**src/rtl/lfsr_pkg.sv**
```systemverilog
// Shared constants for the LFSR sequencer: width, feedback taps, reset seed, FSM states.
package lfsr_pkg;

    localparam int W = 26;

    // Feedback taps for x^26 + x^6 + x^2 + x + 1
    localparam int TAP_A = 25;
    localparam int TAP_B = 5;
    localparam int TAP_C = 1;
    localparam int TAP_D = 0;

    localparam logic [W-1:0] LFSR_RST_SEED = 26'h0000001;

    typedef enum logic [1:0] {
        IDLE = 2'd0,
        LOAD = 2'd1,
        RUN  = 2'd2,
        DONE = 2'd3
    } state_t;

endpackage

```
**src/rtl/lfsr_core.sv**
```systemverilog
// Fibonacci LFSR register: parallel load has priority over shift; holds otherwise.
module lfsr_core #(
    parameter int W = lfsr_pkg::W
) (
    input  logic         clk,
    input  logic         rst_n,
    input  logic         load,
    input  logic [W-1:0] din,
    input  logic         en,
    output logic [W-1:0] q
);
    import lfsr_pkg::*;

    logic fb;

    assign fb = q[TAP_A] ^ q[TAP_B] ^ q[TAP_C] ^ q[TAP_D];

    always_ff @(posedge clk) begin
        if (!rst_n) begin
            q <= LFSR_RST_SEED;
        end else if (load) begin
            q <= din;
        end else if (en) begin
            q <= {q[W-2:0], fb};
        end
    end

endmodule

```
**src/rtl/lfsr_seq_ctrl.sv**
```systemverilog
// Job controller around lfsr_core: accepts (seed, steps), runs the LFSR, returns the final state.
// Optional build macro LFSR_SEQ_ZERO_GUARD_EN replaces an all-zero seed and flags it on err.
module lfsr_seq_ctrl #(
    parameter int W     = lfsr_pkg::W,
    parameter int CNT_W = 16
) (
    input  logic             clk,
    input  logic             rst_n,
    input  logic             start_valid,
    output logic             start_ready,
    input  logic [W-1:0]     seed,
    input  logic [CNT_W-1:0] steps,
    input  logic             abort,
    output logic             busy,
    output logic [W-1:0]     q,
    output logic             done_valid,
    input  logic             done_ready,
    output logic [W-1:0]     result,
    output logic             err
);
    import lfsr_pkg::*;

    state_t           state;
    logic [CNT_W-1:0] cnt;
    logic [W-1:0]     seed_cap;
    logic [W-1:0]     seed_eff;
    logic             seed_zero;
    logic             accept;
    logic             core_load;
    logic             core_en;

`ifdef LFSR_SEQ_ZERO_GUARD_EN
    // An all-zero seed would lock the LFSR, so substitute the reset seed
    assign seed_zero = (seed == '0);
    assign seed_eff  = seed_zero ? LFSR_RST_SEED : seed;
`else
    assign seed_zero = 1'b0;
    assign seed_eff  = seed;
`endif

    assign start_ready = rst_n && (state == IDLE);
    assign accept      = start_valid && start_ready;
    assign core_load   = (state == LOAD) && !abort;
    assign core_en     = (state == RUN) && !abort;

    always_ff @(posedge clk) begin
        if (accept) begin
            seed_cap <= seed_eff;
        end
    end

    always_ff @(posedge clk) begin
        if (!rst_n) begin
            state      <= IDLE;
            cnt        <= '0;
            result     <= '0;
            err        <= 1'b0;
            done_valid <= 1'b0;
            busy       <= 1'b0;
        end else begin
            case (state)
                IDLE: begin
                    if (accept) begin
                        state <= LOAD;
                        busy  <= 1'b1;
                        cnt   <= steps;
                        err   <= seed_zero;
                    end
                end
                LOAD: begin
                    if (abort) begin
                        state <= IDLE;
                        busy  <= 1'b0;
                    end else if (cnt == '0) begin
                        state <= DONE;
                        busy  <= 1'b0;
                    end else begin
                        state <= RUN;
                    end
                end
                RUN: begin
                    if (abort) begin
                        state <= IDLE;
                        busy  <= 1'b0;
                    end else begin
                        // RUN is only entered with cnt >= 1, so the decrement never wraps
                        cnt <= cnt - 1'b1;
                        if (cnt == CNT_W'(1)) begin
                            state <= DONE;
                            busy  <= 1'b0;
                        end
                    end
                end
                DONE: begin
                    // First DONE cycle registers the result; it is then held until taken
                    if (!done_valid) begin
                        done_valid <= 1'b1;
                        result     <= q;
                    end else if (done_ready) begin
                        done_valid <= 1'b0;
                        state      <= IDLE;
                    end
                end
                default: begin
                    state <= IDLE;
                    busy  <= 1'b0;
                end
            endcase
        end
    end

    lfsr_core #(
        .W(W)
    ) u_core (
        .clk  (clk),
        .rst_n(rst_n),
        .load (core_load),
        .din  (seed_cap),
        .en   (core_en),
        .q    (q)
    );

endmodule

```
**config.mk**
```make
export PLATFORM = sky130hd
export DESIGN_NAME = lfsr_seq_ctrl
export DESIGN_NICKNAME = d
export VERILOG_FILES = /design/src/rtl/lfsr_pkg.sv /design/src/rtl/lfsr_core.sv /design/src/rtl/lfsr_seq_ctrl.sv
export SDC_FILE = /design/constraint.sdc
export NUM_CORES = 1
export LEC_CHECK = 0
export ABC_AREA = 1
export CAP_MARGIN = 0
export CORE_MARGIN = 3
export CORE_UTILIZATION = 50
export DETAILED_ROUTE_END_ITERATION = 16
export PLACE_DENSITY_LB_ADDON = 0.05
export SETUP_SLACK_MARGIN = 0.3
export SYNTH_ARGS = -nofsm -noshare
export SYNTH_HDL_FRONTEND = slang
export SYNTH_SLANG_ARGS = --single-unit
```
**constraint.sdc**
```tcl
create_clock -name clk -period 2.8 [get_ports clk]
set_clock_uncertainty 0.15 [all_clocks]
set_input_delay 0.56 -clock clk [delete_from_list [all_inputs] [get_ports clk]]
set_output_delay 0.56 -clock clk [all_outputs]
set_load 0.02 [all_outputs]
```
==> results of run 1 <==
==> power groups by stage <==
stage          sequential, W  clock (W)  combinational (W)
2_1_floorplan        0.00211          0            0.00154
3_3_place_gp         0.00199          0            0.00231
3_5_place_dp         0.00201          0            0.00236
4_1_cts              0.00198   0.000834            0.00237
5_1_grt              0.00202   0.000888            0.00267
6_report             0.00198   0.000813            0.00237
==> flip-flops by register name (all words and copies together) (netlist names) <==
register,cells
u_core.q,26
state,2
done_valid,1
cnt,16
result,26
busy,1
seed_cap,26
==> worst reg2reg max path: cells and delay by family, from the launching register on <==
kind	cells	cell delay, ns
AO/OA/AOI/OAI	3	0.43
adder cells (fa/ha/maj)	1	0.26
buffers and inverters	3	0.58
flip-flops	1	0.39
AND/OR/NAND/NOR	2	0.22
==> logic make-up after synthesis <==
family	after synthesis	share of synthesized area
mux	1	0.002331
xor+xnor	4	0.008160
other cells	1	0.0008733
compound gates	111	0.1367
fa+ha+maj	7	0.02040
buf+inv	59	0.05740
simple gates	279	0.2567
flops	98	0.5175
==> worst max-delay path by stage <==
stage	endpoint	slack [ns]
2_1_floorplan	seed_cap[0]	0.68
3_3_place_gp	start_ready	0.28
3_5_place_dp	start_ready	0.30
4_1_cts	start_ready	0.53
5_1_grt	start_ready	0.47
6_report	start_ready	0.55
==> through the flow <==
| stage | instance area (sq um) | hold WS (ns) |
|---|---|---|
| finish | 5568 | 0.3478 |
| global route | 5568 | 0.3573 |
| CTS | 5568 | 0.3384 |
| detailed placement | 5400 | 0.3251 |
| global placement | 5400 | 0.3242 |
| floorplan | 4297 | 0.3070 |
==> final cells by class <==
cell class	count	area share
clock buffer	11	0.02360
clock inverter	5	0.006742
inverter	32	0.02157
multi-input combinational	403	0.3283
sequential	98	0.3991
tap	105	0.02360
timing repair buffer	111	0.1971
==> per-layer routing <==
layer | GRT usage | vias up | wire length, um
met5 | 0 | - | 0
met4 | 0.06933 | 0 | 110
met3 | 0.04317 | 8 | 668
met2 | 0.3807 | 128 | 5212
met1 | 0.2847 | 1804 | 4607
li1 | - | 1995 | -
==> layout by cell type (no fill, tap or decap), types with 2 or more instances in the layout <==
cell type        instances
clkbuf_1                 2
nor2_2                   7
buf_4                    9
nor2_1                 140
o21ai_0                 55
clkdlybuf4s50_1        100
nand2_1                108
o21ai_1                  7
nand3_1                 16
ha_1                     7
a21oi_1                 41
clkbuf_8                 9
edfxtp_1                26
xnor2_1                  3
clkinv_4                 2
dfxtp_1                 72
inv_1                   26
nand4_1                  3
inv_2                    6
==> out/metrics.cfg, run 1 <==
[run_status]
outcome = finished clean

[timing]
min_period_ns = 2.248
fin_setup_tns_ns = 0
slew_headroom = 0.6663
rsz0062_at_grt = false
fin_crit_sh = 0.8027
drv_slew = 0
fmax_ghz = 0.4449
hold_viol = 0
tightest_slew_ns = 0.4998
fin_ws_ns = 0.5524
setup_viol = 0

[floorplanning]
rows = 33
die_area_sq_um = 9736
fp.dieW_um = 98.67
io_pins = 103
initial_core_util = 0.5200
coreArea_sq_um = 8258
die_y_um = 98.67

[worst_hold_path]
timing.hold.worst_endpoint = cnt[6]
hold_class = flip-flop to flip-flop
hold_depth = 2
worstHoldStart = cnt[6]

[placement]
io_buffers = 101
preCtsSetupSlack_ns = 0.3014
dpl.cell_count = 749
routabilityCongestion = 0.9201
hpwlAfterDp_um = 7405

[clocking]
htree_levels = 3
cts_tree = built
cts-buffers-inserted = 9
clk_latency_ns = 0.35
cts-resized-gates = 1
cts_sinks = 98
path_clk_slew_ns = 0.09
post_cts_buffers = 0
holdBufCountCts = 0
cts-root-buf = clkbuf_8
cts_buffer_depth = 2

[pwr]
switching_power_w = 0.002185
p_leak_nw = 2.294
total_power_w = 0.005163
combPwrFrac = 0.459
p_per_area_nw_per_um2 = 927.3
p_clk_frac = 0.157
swShare = 0.4231
power.internal_w = 0.002978
seqPwrFrac = 0.384
ir_drop_mv = 0.3811

[cells_and_area]
drive_above_1_share = 0.06212
multi_input_area_sq_um = 1828
nets = 709
regArea_sq_um = 2222
fill_cells = 729
stdcell_count = 765
post-route-util = 0.6742
insertedDiodeCount = 0
syn_to_final_growth_pct = 29.66

[setup_path]
worst-path-buf-inv = 3
crit_chain = inv_1, ha_1, nand2_1, inv_1, dlygate4sd2_1
slowest_delay_ns = 0.39
required_ns = 2.09
cp_common_cell = inv_1
end_kind = output pin
arrival_ns = 1.54
rr_endpoint = cnt[6]
critical-path-top-delay-family = buffers and inverters
worst-path-stages = 5
r2r-start = state[0]
cp_slowest_cell = dfxtp_1
crit_path_start = state[0]
path_max_fanout = 4
r2r_slack_ns = 0.68
ff2ff_path_depth = 9
worstSetupPathType = flip-flop to output pin
start_kind = flip-flop

[global_route]
grt_pass1_wl_um = 17800
overflow = 0
track_usage = 0.2224
antenna_found_initial = 0
grt_pass1_vias = 3724
grt_max_degree = 35

[logic_synthesis]
synth_area_leaders = dfxtp_1 (34%), edfxtp_1 (18%), nor2_1 (12%)
synth.most_common_cell = nor2_1
syn_area_per_cell_sq_um = 7.668
syn-instance-count = 560
synth-async-reset-ratio = 0
ys_types = 34
yosys_warnings = 0
yosysTopAreaCell = dfxtp_1
netlist.area_leader.share = 0.3357
syn_area_sq_um = 4294
syn_nets = 614
seq_area_frac_synth = 0.5175
synth_edf_count = 26
ys_seq_elements = 98
synth_flop_cell = dfxtp_1
synthTopCellsByCount = nor2_1 (141), nand2_1 (108), dfxtp_1 (72)

[routing]
drc = 0
post_drt_wl_per_cell_um = 13.85
wirelength_um = 10600
drt_iter0_markers = 236
antenna_left = 0
via_count = 3935
firstDrtPassIters = 5
routed_via_density = 5.144

[job]
cap_viol_max_count = 0

Note: power is estimated with default switching activity, not from simulation.
==> run 2, diff against run 1 <==
clock period = 2.2 ns   (was 2.8 ns; I/O delays follow)
==> run 2 against run 1 <==
Against the previous run:
- critical path depth fell by 1
- clock power rose by 37%
- global-route usage rose by 0.12 points
- highest routed layer unchanged
==> out/metrics.cfg, run 2 (synthesized netlist as in run 1, its figures left out) <==
[run_status]
outcome = finished clean

[setup_path]
r2r_slack_ns = 0.47  ; -0.21 ns
start_kind = primary input
path_max_fanout = 2  ; -2
cp_slowest_cell = clkdlybuf4s50_1
arrival_ns = 1.28  ; -0.26 ns
crit_path_start = rst_n
critical-path-top-delay-family = buffers and inverters
required_ns = 1.61  ; -0.48 ns
slowest_delay_ns = 0.54  ; +0.15 ns
end_kind = output pin
crit_chain = clkdlybuf4s50_1, nand2_1, inv_1, buf_2
worstSetupPathType = primary input to output pin
worst-path-buf-inv = 3  ; unchanged
r2r-start = state[0]

[timing]
hold_viol = 0  ; unchanged
fmax_ghz = 0.5357
slew_headroom = 0.6573  ; -0.008987
timing.hold.ws_ns = 0.3412  ; -0.006639 ns
drv_slew = 0  ; unchanged
min_period_ns = 1.867
fin_crit_sh = 0.8486
fin_setup_tns_ns = 0  ; unchanged
setup_viol = 0  ; unchanged
rsz0062_at_grt = true
fin_ws_ns = 0.3332  ; -0.2193 ns
tightest_slew_ns = 0.5133  ; +0.01346 ns

[pwr]
swShare = 0.4290  ; +0.005855
combPwrFrac = 0.453  ; -0.006
seqPwrFrac = 0.379  ; -0.005
total_power_w = 0.006632  ; +28%
p_clk_frac = 0.168  ; +0.011
ir_drop_mv = 0.4675  ; +23%
p_leak_nw = 2.617  ; +14%
power.internal_w = 0.003787  ; +27%
switching_power_w = 0.002845  ; +30%
p_per_area_nw_per_um2 = 1181  ; +27%

[placement]
dpl-instance-area_sq_um = 5463  ; +1.2%
io_buffers = 101  ; unchanged
hpwlAfterDp_um = 7433  ; +0.38%
preCtsSetupSlack_ns = -0.06578  ; -0.3672 ns
routabilityCongestion = 0.9175  ; -0.28%

[clocking]
cts_tree = built
post_cts_buffers = 0  ; unchanged
clk_latency_ns = 0.36  ; about the same
cts-buffers-inserted = 9  ; unchanged
cts_sinks = 98  ; unchanged
cts-root-buf = clkbuf_8
htree_levels = 3  ; unchanged
cts_buffer_depth = 2  ; unchanged
path_clk_slew_ns = 0.10  ; about the same

[routing]
routed_via_density = 5.118  ; -0.50%
drc = 0  ; unchanged
antenna_left = 0  ; unchanged
drt_iter0_markers = 252  ; +6.8%
post_drt_wl_per_cell_um = 13.89  ; +0.23%
wirelength_um = 10710  ; +1.0%
via_count = 3946  ; +0.28%
firstDrtPassIters = 4  ; -1

[cells_and_area]
final_area_sq_um = 5613  ; +0.81%
layout_commonest_cell = nor2_1
insertedDiodeCount = 0  ; unchanged
syn_to_final_growth_pct = 30.71
fill_cells = 751  ; +3.0%
final_cell_mix = nor2_1 (139), nand2_1 (108), dfxtp_1 (70)
multi_input_area_sq_um = 1838  ; +0.55%
top_regs = result (26), seed_cap (26), u_core.q (26)
drive_above_1_share = 0.08258  ; +0.02046
regArea_sq_um = 2225  ; +0.11%
nets = 715  ; +0.85%

[floorplanning]
die_area_sq_um = 9736  ; unchanged
io_pins = 103  ; unchanged
initial_core_util = 0.5200  ; unchanged
die_y_um = 98.67  ; unchanged
fp.dieW_um = 98.67  ; unchanged
coreArea_sq_um = 8258  ; unchanged
rows = 33  ; unchanged

[worst_hold_path]
worstHoldStart = cnt[6]
hold_class = flip-flop to flip-flop

[global_route]
overflow = 0  ; unchanged
track_usage = 0.2235  ; +0.001178
grt_pass1_wl_um = 17910  ; +0.62%
grt_pass1_vias = 3845  ; +3.2%
antenna_found_initial = 0  ; unchanged
grt_max_degree = 37  ; +5.7%

[job]
cap_viol_max_count = 0  ; unchanged

[run 2: worst reg2reg max path, stage by stage, from the launching register on]
cell	delay (ns)
dfxtp_2	0.35
inv_2	0.08
ha_1	0.24
nand2_2	0.13
nand2_1	0.12
inv_2	0.07
buf_4	0.18
a221oi_1	0.26
nor2_1	0.07
[run 2: final timing paths]
check,to,cells past startpoint
min,cnt[6],2
max,start_ready,4
min reg2reg,cnt[6],2
max reg2reg,u_core.q[24],8
[run 2: stage by stage]
stage,utilization,cells
after floorplan,-,560
after global placement,0.6615,755
after detailed placement,0.6615,755
after CTS,0.6767,771
after global routing,0.6797,771
final,0.6797,771
[run 2: power groups by stage]
stage / registers, W / clock network, W / logic, W
after floorplan: 0.00268 / 0 / 0.00197
after global placement: 0.00254 / 0 / 0.00301
after detailed placement: 0.00255 / 0 / 0.00308
after CTS: 0.00251 / 0.00113 / 0.00300
after global routing: 0.00257 / 0.00120 / 0.00339
final: 0.00252 / 0.00111 / 0.00300
[run 2: final cells by class]
cell class | instances | area share
clock buffer | 10 | 0.02274
clock inverter | 6 | 0.01025
inverter | 32 | 0.02185
multi-input combinational | 403 | 0.3275
sequential | 98 | 0.3963
tap | 105 | 0.02341
timing repair buffer | 117 | 0.1980
[run 2: timing repair]
| action | 4_1_cts | 5_1_grt |
|---|---|---|
| hold buffers | 0 | 0 |
| resized for setup | 56 | 14 |
| endpoints found under the setup margin | 52 | 19 |
[run 2: per-layer routing]
metal | share of wire | vias to the layer above | global-route usage
met4 | 0.010 | 0 | 0.06828
met1 | 0.45 | 1823 | 0.2891
met5 | 0 | - | 0
li1 | - | 2008 | -
met3 | 0.048 | 10 | 0.03680
met2 | 0.49 | 105 | 0.3848
